<file path="config.mk">
export PLATFORM = sky130hd
export DESIGN_NAME = fire_encoder_flat
export DESIGN_NICKNAME = d
export VERILOG_FILES = /design/src/rtl/fire_pkg.sv /design/src/rtl/fire_encoder_if.sv /design/src/rtl/fire_lfsr.sv /design/src/rtl/fire_encoder.sv /design/src/flat_wrapper.sv
export SDC_FILE = /design/constraint.sdc
export NUM_CORES = 1
export LEC_CHECK = 0
export CAP_MARGIN = 20
export CORE_AREA = 2 2 130 106
export CTS_BUF_LIST = sky130_fd_sc_hd__clkbuf_16
export DETAILED_ROUTE_END_ITERATION = 12
export DIE_AREA = 0 0 132 108
export GPL_ROUTABILITY_DRIVEN = 0
export PLACE_DENSITY = 0.75
export SYNTH_ARGS = -nofsm -noshare
export SYNTH_HDL_FRONTEND = slang
export SYNTH_SLANG_ARGS = --single-unit
</file>
<file path="constraint.sdc">
create_clock -name clk -period 4 [get_ports clk]
set_clock_uncertainty 0.1 [all_clocks]
set_input_delay 0.6 -clock clk [delete_from_list [all_inputs] [get_ports clk]]
set_output_delay 0.6 -clock clk [all_outputs]
set_load 0.02 [all_outputs]
</file>
<file path="src/rtl/fire_pkg.sv">
// Shared constants and types for the (64,40) Fire code encode and decode paths.
// g(x) = (x^15+1)(x^9+x^4+1); polynomials omit their leading term.
package fire_pkg;

  localparam int FIRE_N = 64;
  localparam int FIRE_K = 40;
  localparam int FIRE_R = FIRE_N - FIRE_K;

  localparam int FIRE_C_DEG = 15;
  localparam int FIRE_P_DEG = 9;
  localparam logic [FIRE_P_DEG-1:0] FIRE_P_POLY = 9'h011;
  localparam logic [FIRE_R-1:0] FIRE_G_POLY = 24'h088211;
  localparam int FIRE_PERIOD = 7665;

  typedef enum logic [1:0] {
    IDLE  = 2'd0,
    SHIFT = 2'd1,
    DONE  = 2'd2
  } fire_state_e;

endpackage

</file>
<file path="src/rtl/fire_encoder_if.sv">
// Message-in / codeword-out handshake bundle for the Fire encoder.
// Both channels: a transfer happens on a rising clk edge where valid & ready are both high;
// the producer holds valid and data stable until that edge, and ready never depends on valid.
interface fire_encoder_if
  import fire_pkg::*;
#(
    parameter int N = FIRE_N,
    parameter int K = FIRE_K
);

    logic         in_valid;
    logic         in_ready;
    logic [K-1:0] in_msg;
    logic         out_valid;
    logic         out_ready;
    logic [N-1:0] out_code;

    modport master(
        output in_valid, in_msg, out_ready,
        input  in_ready, out_valid, out_code
    );

    modport slave(
        input  in_valid, in_msg, out_ready,
        output in_ready, out_valid, out_code
    );

endinterface

</file>
<file path="src/rtl/fire_lfsr.sv">
// R-bit Galois divider: shifts din into a remainder modulo x^R + POLY, one bit per enabled cycle.
// rem_nxt_o exposes the value the next enabled edge will load, so callers can capture it early.
module fire_lfsr #(
    parameter int           R    = 24,
    parameter logic [R-1:0] POLY = 24'h088211
) (
    input  logic         clk,
    input  logic         rst,
    input  logic         clr_i,
    input  logic         en_i,
    input  logic         din_i,
    output logic [R-1:0] rem_o,
    output logic [R-1:0] rem_nxt_o
);

    logic [R-1:0] rem_q;
    logic         fb;

    assign fb        = din_i ^ rem_q[R-1];
    assign rem_nxt_o = {rem_q[R-2:0], 1'b0} ^ (fb ? POLY : '0);
    assign rem_o     = rem_q;

    always_ff @(posedge clk or posedge rst) begin
        if (rst) begin
            rem_q <= '0;
        end else if (clr_i) begin
            rem_q <= '0;
        end else if (en_i) begin
            rem_q <= rem_nxt_o;
        end
    end

endmodule

</file>
<file path="src/rtl/fire_encoder.sv">
// Bit-serial systematic Fire encoder: latches a K-bit message, divides it by g(x) over K cycles,
// then presents {message, parity} until the downstream accepts it.
module fire_encoder
  import fire_pkg::*;
#(
    parameter int               N      = FIRE_N,
    parameter int               K      = FIRE_K,
    parameter logic [N-K-1:0]   G_POLY = FIRE_G_POLY
) (
    input  logic           clk,
    input  logic           rst,
    fire_encoder_if.slave  bus,
    output logic           busy,
    output fire_state_e    dbg_state_o
);

    localparam int R  = N - K;
    localparam int CW = 6;

    fire_state_e  state_q, state_d;
    logic [K-1:0] msg_q, msg_d;
    logic [CW-1:0] cnt_q, cnt_d;
    logic [N-1:0] code_q, code_d;

    logic         lfsr_clr;
    logic         lfsr_en;
    logic         lfsr_din;
    logic [R-1:0] rem;
    logic [R-1:0] rem_nxt;
    logic [CW-1:0] bit_idx;

    // Message is fed most-significant coefficient first.
    assign bit_idx  = CW'(K - 1) - cnt_q;
    assign lfsr_din = msg_q[bit_idx];

    fire_lfsr #(
        .R   (R),
        .POLY(G_POLY)
    ) u_lfsr (
        .clk      (clk),
        .rst      (rst),
        .clr_i    (lfsr_clr),
        .en_i     (lfsr_en),
        .din_i    (lfsr_din),
        .rem_o    (rem),
        .rem_nxt_o(rem_nxt)
    );

    always_comb begin
        state_d  = state_q;
        msg_d    = msg_q;
        cnt_d    = cnt_q;
        code_d   = code_q;
        lfsr_clr = 1'b0;
        lfsr_en  = 1'b0;
        case (state_q)
            IDLE: begin
                if (bus.in_valid) begin
                    state_d  = SHIFT;
                    msg_d    = bus.in_msg;
                    cnt_d    = '0;
                    lfsr_clr = 1'b1;
                end
            end
            SHIFT: begin
                lfsr_en = 1'b1;
                cnt_d   = cnt_q + 1'b1;
                if (cnt_q == CW'(K - 1)) begin
                    state_d = DONE;
                    // Capture the final remainder on the DONE entry edge so the output holds still.
                    code_d  = {msg_q, rem_nxt};
                end
            end
            DONE: begin
                if (bus.out_ready) begin
                    state_d = IDLE;
                end
            end
            default: state_d = IDLE;
        endcase
    end

    always_ff @(posedge clk or posedge rst) begin
        if (rst) begin
            state_q <= IDLE;
            msg_q   <= '0;
            cnt_q   <= '0;
            code_q  <= '0;
        end else begin
            state_q <= state_d;
            msg_q   <= msg_d;
            cnt_q   <= cnt_d;
            code_q  <= code_d;
        end
    end

    assign bus.in_ready  = (state_q == IDLE);
    assign bus.out_valid = (state_q == DONE);
    assign bus.out_code  = code_q;
    assign busy          = (state_q != IDLE);
    assign dbg_state_o   = state_q;

    logic unused_rem;
    assign unused_rem = ^rem;

endmodule

</file>
<file path="src/flat_wrapper.sv">
// flat-port wrapper written by rule: the top's interface ports become plain ports
module fire_encoder_flat import fire_pkg::*;
#(
    parameter int               N      = FIRE_N,
    parameter int               K      = FIRE_K,
    parameter logic [N-K-1:0]   G_POLY = FIRE_G_POLY
)
  (clk, rst, busy, dbg_state_o, bus_in_valid, bus_in_msg, bus_out_ready, bus_in_ready, bus_out_valid, bus_out_code);
  fire_encoder_if #(.N(N), .K(K)) bus_i ();
  input  logic clk;
  input  logic rst;
  output logic busy;
  output fire_state_e dbg_state_o;
  input wire logic [$bits(bus_i.in_valid)-1:0] bus_in_valid;
  input wire logic [$bits(bus_i.in_msg)-1:0] bus_in_msg;
  input wire logic [$bits(bus_i.out_ready)-1:0] bus_out_ready;
  output wire logic [$bits(bus_i.in_ready)-1:0] bus_in_ready;
  output wire logic [$bits(bus_i.out_valid)-1:0] bus_out_valid;
  output wire logic [$bits(bus_i.out_code)-1:0] bus_out_code;
  assign bus_i.in_valid = bus_in_valid;
  assign bus_i.in_msg = bus_in_msg;
  assign bus_i.out_ready = bus_out_ready;
  assign bus_in_ready = bus_i.in_ready;
  assign bus_out_valid = bus_i.out_valid;
  assign bus_out_code = bus_i.out_code;
  fire_encoder #(.N(N), .K(K), .G_POLY(G_POLY)) u_core (.clk(clk), .rst(rst), .bus(bus_i), .busy(busy), .dbg_state_o(dbg_state_o));
endmodule
</file>
==> Word-level counts from Yosys, hierarchy flattened <==
Index checks and enable logic that the tools add are counted.
W data, S select, Z words.
{ "word_totals": {"elab_cells": 38, "out_inout_bits": 69, "inputBits": 44, "ff_bits": 136} }
{ "classes": {"n_eq_ne": 6, "n_bitwise": 2, "add_sub_neg": 2, "n_mux": 14, "magnitude_cmp": 1, "n_reduce_logical": 8} }
{ "ops": {"columns": ["op", "n"], "rows": [
  ["$mux W24", 2],
  ["$xor A24 B20 Y24", 1],
  ["$mux W20", 1],
  ["$pmux W6 S2", 1],
  ["$lt A6 B7 Y1 const B", 1],
  ["$add A6 B1 Y6 const B", 1],
  ["$bmux W1 S6", 1],
  ["$eq A6 B6 Y1 const B", 1],
  ["$mux W2", 3],
  ["$mux W6", 1],
  ["$pmux W2 S3", 1],
  ["$reduce_and A2 Y1", 3],
  ["$reduce_bool A2 Y1", 3],
  ["$sub A6 B6 Y6 const A", 1],
  ["$mux W1", 4],
  ["$ne A2 B2 Y1 const B", 2],
  ["$reduce_and A3 Y1", 1],
  ["$eq A2 B1 Y1 const B", 1],
  ["$eq A2 B2 Y1 const B", 1],
  ["$logic_not A2 Y1", 1],
  ["$ne A2 B1 Y1 const B", 1],
  ["$xor A1 B1 Y1", 1]
]} }

==> Logic depth before layout (Yosys ltp) <==
{ "depth": {"ltp_word": 8, "depth_mapped": 9, "mapped_depth_nobuf": 8} }

==> Hierarchy <==
From an unflattened synthesis, not the netlist that was laid out.
{ "unflattened": {"hier_cells": 489, "area_unflattened_um2": 5873.1} }
{ "modules_own_cells": {"columns": ["module", "seq_area_each_um2", "instances", "area_per_inst_um2", "cells_per_inst"], "rows": [
  ["fire_encoder", 2802.7, 1, 4635.7, 384],
  ["fire_lfsr", 600.6, 1, 1237.4, 105]
]} }

==> Worst setup path before layout <==
Ideal clock, no wire load.
{ "synth_timing": {"kind": "register -> register", "start": "reg u_core.cnt_q[3]", "end": "reg u_core.code_q[15] (netlist: u_core.bus.out_code[15])", "n_path_buf": 1, "path_stages_with_launch": 10, "synth_period_minus_slack_ns": 2.425, "arrival_time_ns": 2.229, "path_slack_ns": 1.575, "t_required_ns": 3.805, "setup_time_ns": 0.095, "cell_sequence": "dfrtp_1 > inv_1 > ha_1 > mux4_2 > or2_0 > nand3_1 > o21a_1 > buf_2 > a21oi_1 > o31ai_1"} }
{ "synth_between": {"elab_chain_len": 6, "elab_cells_between_ends": 8, "classes_between": "add/sub: 1; eq/ne: 1; mux: 3; bitwise: 2; reduce/logical: 1"} }
{ "synth_lines": {"columns": ["element", "line_no", "source"], "rows": [
  ["from (decl)", "fire_encoder.sv:22", "logic [CW-1:0] cnt_q, cnt_d;"],
  ["from (signal assigned)", "fire_encoder.sv:92", "cnt_q <= cnt_d;"],
  ["$sub A6 B6 Y6", "fire_encoder.sv:33", "assign bit_idx = CW'(K - 1) - cnt_q;"],
  ["$bmux W1 S6", "fire_encoder.sv:34", "assign lfsr_din = msg_q[bit_idx];"],
  ["$mux W1 (not written as such)", "fire_encoder.sv:34", null],
  ["$xor A1 B1 Y1", "fire_lfsr.sv:19", "assign fb = din_i ^ rem_q[R-1];"],
  ["$mux W20", "fire_lfsr.sv:20", "assign rem_nxt_o = {rem_q[R-2:0], 1'b0} ^ (fb ? POLY : '0);"],
  ["$xor A24 B20 Y24", "fire_lfsr.sv:20", null],
  ["to (signal assigned)", "fire_encoder.sv:93", "code_q <= code_d;"],
  ["to (decl)", "fire_encoder.sv:23", "logic [N-1:0] code_q, code_d;"]
]} }
Parallel ways exist; a longest one is shown, timed or not. The select of a mux whose other input is x is not followed.
A chain may end at the register's enable or synchronous reset.

==> Worst setup path after layout <==
{ "layout_timing": {"start": "reg u_core.cnt_q[3]", "end": "reg u_core.code_q[19] (netlist: u_core.bus.out_code[19])"} }
Same word-level chain as after synthesis.

==> reports/metrics.cfg <==
[hold_path]
min_path_cells=2
hold_end=u_core.bus.out_code[13]
min_path_type=flop to flop
min_from=u_core.bus.out_code[13]

[sta]
grt_setup_unrepaired=no
drv_slew=0
hold_violations=0
fin_crit_ns=2.96
tightest_slew_ns=0.722
setup_viol=0
min_period_over_period=0.740
slew-limit-headroom=0.518
tns_ns=0
fmax_mhz=338

[worst_setup_path]
end_kind=flop
worstPathArrival_ns=3.17
cp_cell_sequence=inv_1, ha_1, mux4_2, or2_0, nand3_1, o21a_1, a21oi_1, o31ai_1
r2r_slack_ns=1.04
cp-start-kind=flop
r2r_cells=8
slowest_delay_ns=0.54
rr_endpoint=u_core.bus.out_code[19]
cpMaxStageDelayCell=mux4_2
cp.required_ns=4.21
reg2reg_from=u_core.cnt_q[3]
critPathMaxFanout=10
path_class=flop to flop

[route]
vias=4992
drtIter0Drc=393
wirelength_um=14800
routed_via_density=5.15
firstDrtPassIters=5
wl_per_cell_um=15.3
drc=0
antenna_left=0

[flow_run]
drv_cap=0

[synthesis]
synth-seq-cells=136
synth-main-ff-cell=dfrtp_1
synth_nets=731
synth_warnings=0
synth.distinct_cells=47
synth_area_per_cell_um2=8.76
ys_seq_area_frac=0.569
syn-cell-area_mm2=0.00598
async_reset_ff_frac=1.00
syn_inst=683
synth_edf_count=0

[clock_tree]
clockRootBuffer=clkbuf_16
cts_tree=done
cts_buffer_depth=2
post_cts_buffers=0
cts_hold_buf=0
insertion_delay_ns=0.42
post_cts_resized=0
clkSinkCount=136
clk_pin_slew_ns=0.06
numCtsBuffers=17
h-tree-depth=4

[grt]
track_usage=0.220
antenna_found_initial=0
grt_first_pass_wirelength_um=24900
grt_pass1_vias=5007
grt_max_degree=137
grt_overflow_total=0

[placed_design]
dp_cells=937
portBuffers=112
place.detailed.hpwl_um=9610

[power_and_ir_drop]
power.density_mw_per_mm2=757
p_leak_nw=3.81
peakVddDrop_mv=0.341

[outcome]
status=finished clean

[finish]
drive_gt1_frac=0.0655
final_cell_mix=nand2_1 (359), dfrtp_1 (136), clkdlybuf4s50_1 (112), o21ai_0 (29), clkbuf_16 (17)
stdcell_count=969
n_antenna_cell=0
nets=829
final_common_cell=nand2_1
area_delta_synth_final_pct=30.2

[floorplan]
core_mm2=0.0128
die_h_um=108
die_area_mm2=0.0143
die_w_um=132
initial_core_util=0.466
fp-row-count=37
io_pins=113

metal layers:
metal | up-vias | global-route usage | wire, um
li1 | 2402 | - | -
met1 | 2386 | 0.319 | 7050
met2 | 182 | 0.322 | 6520
met3 | 22 | 0.0586 | 1080
met4 | 0 | 0.0753 | 186
met5 | - | 0 | 0
metrics by stage:
step / power (mW) / hold slack, ns / setup WS, ns / util / area, um^2
2_1_floorplan: 3.73 / 0.352 / 1.58 / - / 5980
3_3_place_gp: 4.32 / 0.359 / 1.17 / 0.563 / 7220
3_5_place_dp: 4.43 / 0.361 / 1.09 / 0.565 / 7240
4_1_cts: 5.90 / 0.376 / 1.06 / 0.607 / 7790
5_1_grt: 6.31 / 0.403 / 0.873 / 0.607 / 7790
6_report: 5.89 / 0.373 / 1.04 / 0.607 / 7790
worst max-delay path by stage:
stage | startpoint | end | slack [ns] | depth (start not counted)
floorplan | u_core.cnt_q[3] | u_core.bus.out_code[15] | 1.58 | 9
global placement | u_core.cnt_q[3] | u_core.bus.out_code[15] | 1.17 | 8
detailed placement | u_core.cnt_q[3] | u_core.bus.out_code[19] | 1.09 | 8
CTS | u_core.cnt_q[3] | u_core.bus.out_code[19] | 1.06 | 8
global route | u_core.cnt_q[3] | u_core.bus.out_code[4] | 0.87 | 8
finish | u_core.cnt_q[3] | u_core.bus.out_code[19] | 1.04 | 8
cell usage after synthesis (2+ instances only):
cell       instances  area, um^2
o311a_1            5        50.1
nand2_1          359        1350
nor2_1             4        15.0
buf_2              6        30.0
a21oi_1            4        20.0
mux4_2             2        45.0
mux2i_1            6        60.1
dfrtp_1          136        3400
a2111oi_0          2        17.5
clkbuf_1          31         116
o21ai_0           29         145
inv_1              7        26.3
nor2b_1            6        37.5
nand3_1           15        75.1
mux4_1             3        78.8
and3_1             5        31.3
a31oi_1            2        12.5
mux2_1             2        22.5
nand4_1            7        43.8
ha_1               4        50.1
buf_6              2        22.5
nor3_1            11        55.1
o31ai_1            6        45.0
xor2_1             5        43.8
buf_1              2        7.51
logic make-up (layout without fill, tap and decap cells):
group           count (synthesis)  in the layout  share of synthesized area
compound gates                 58             58                     0.0642
buf+inv                        50            161                     0.0358
xor+xnor                        6              6                    0.00879
flops                         136            136                      0.569
fa+ha+maj                       4              4                    0.00837
simple gates                  415            415                      0.277
mux                            14             14                     0.0364
sequential cells by signal (all words and copies together), names as in the netlist:
name and cells:
u_core.dbg_state_o 2, u_core.cnt_q 6, u_core.msg_q 40, u_core.bus.out_code 64, u_core.u_lfsr.rem_o 24
area by class of cell:
| class | instances | area, um^2 |
|---|---|---|
| tap | 175 | 219 |
| fill | 1060 | 5040 |
| clock inverter | 15 | 119 |
| clock buffer | 17 | 425 |
| inverter | 8 | 33.8 |
| sequential | 136 | 3400 |
| timing repair buffer | 121 | 1210 |
| multi-input combinational | 497 | 2370 |
power by group:
part	switching, mW	internal (mW)	total (mW)
combinational	1.24	0.925	2.16
clock	0.632	0.805	1.44
sequential	0.445	1.85	2.29
total	2.32	3.58	5.89
critical path: cells and delay by family (launching register included):
kind / cells / cell delay [ns]
flops: 1 / 0.51
buf+inv: 1 / 0.14
simple gates: 2 / 0.31
fa+ha+maj: 1 / 0.48
mux: 1 / 0.54
compound gates: 3 / 0.79
Note: power is estimated with default switching activity, not from simulation.
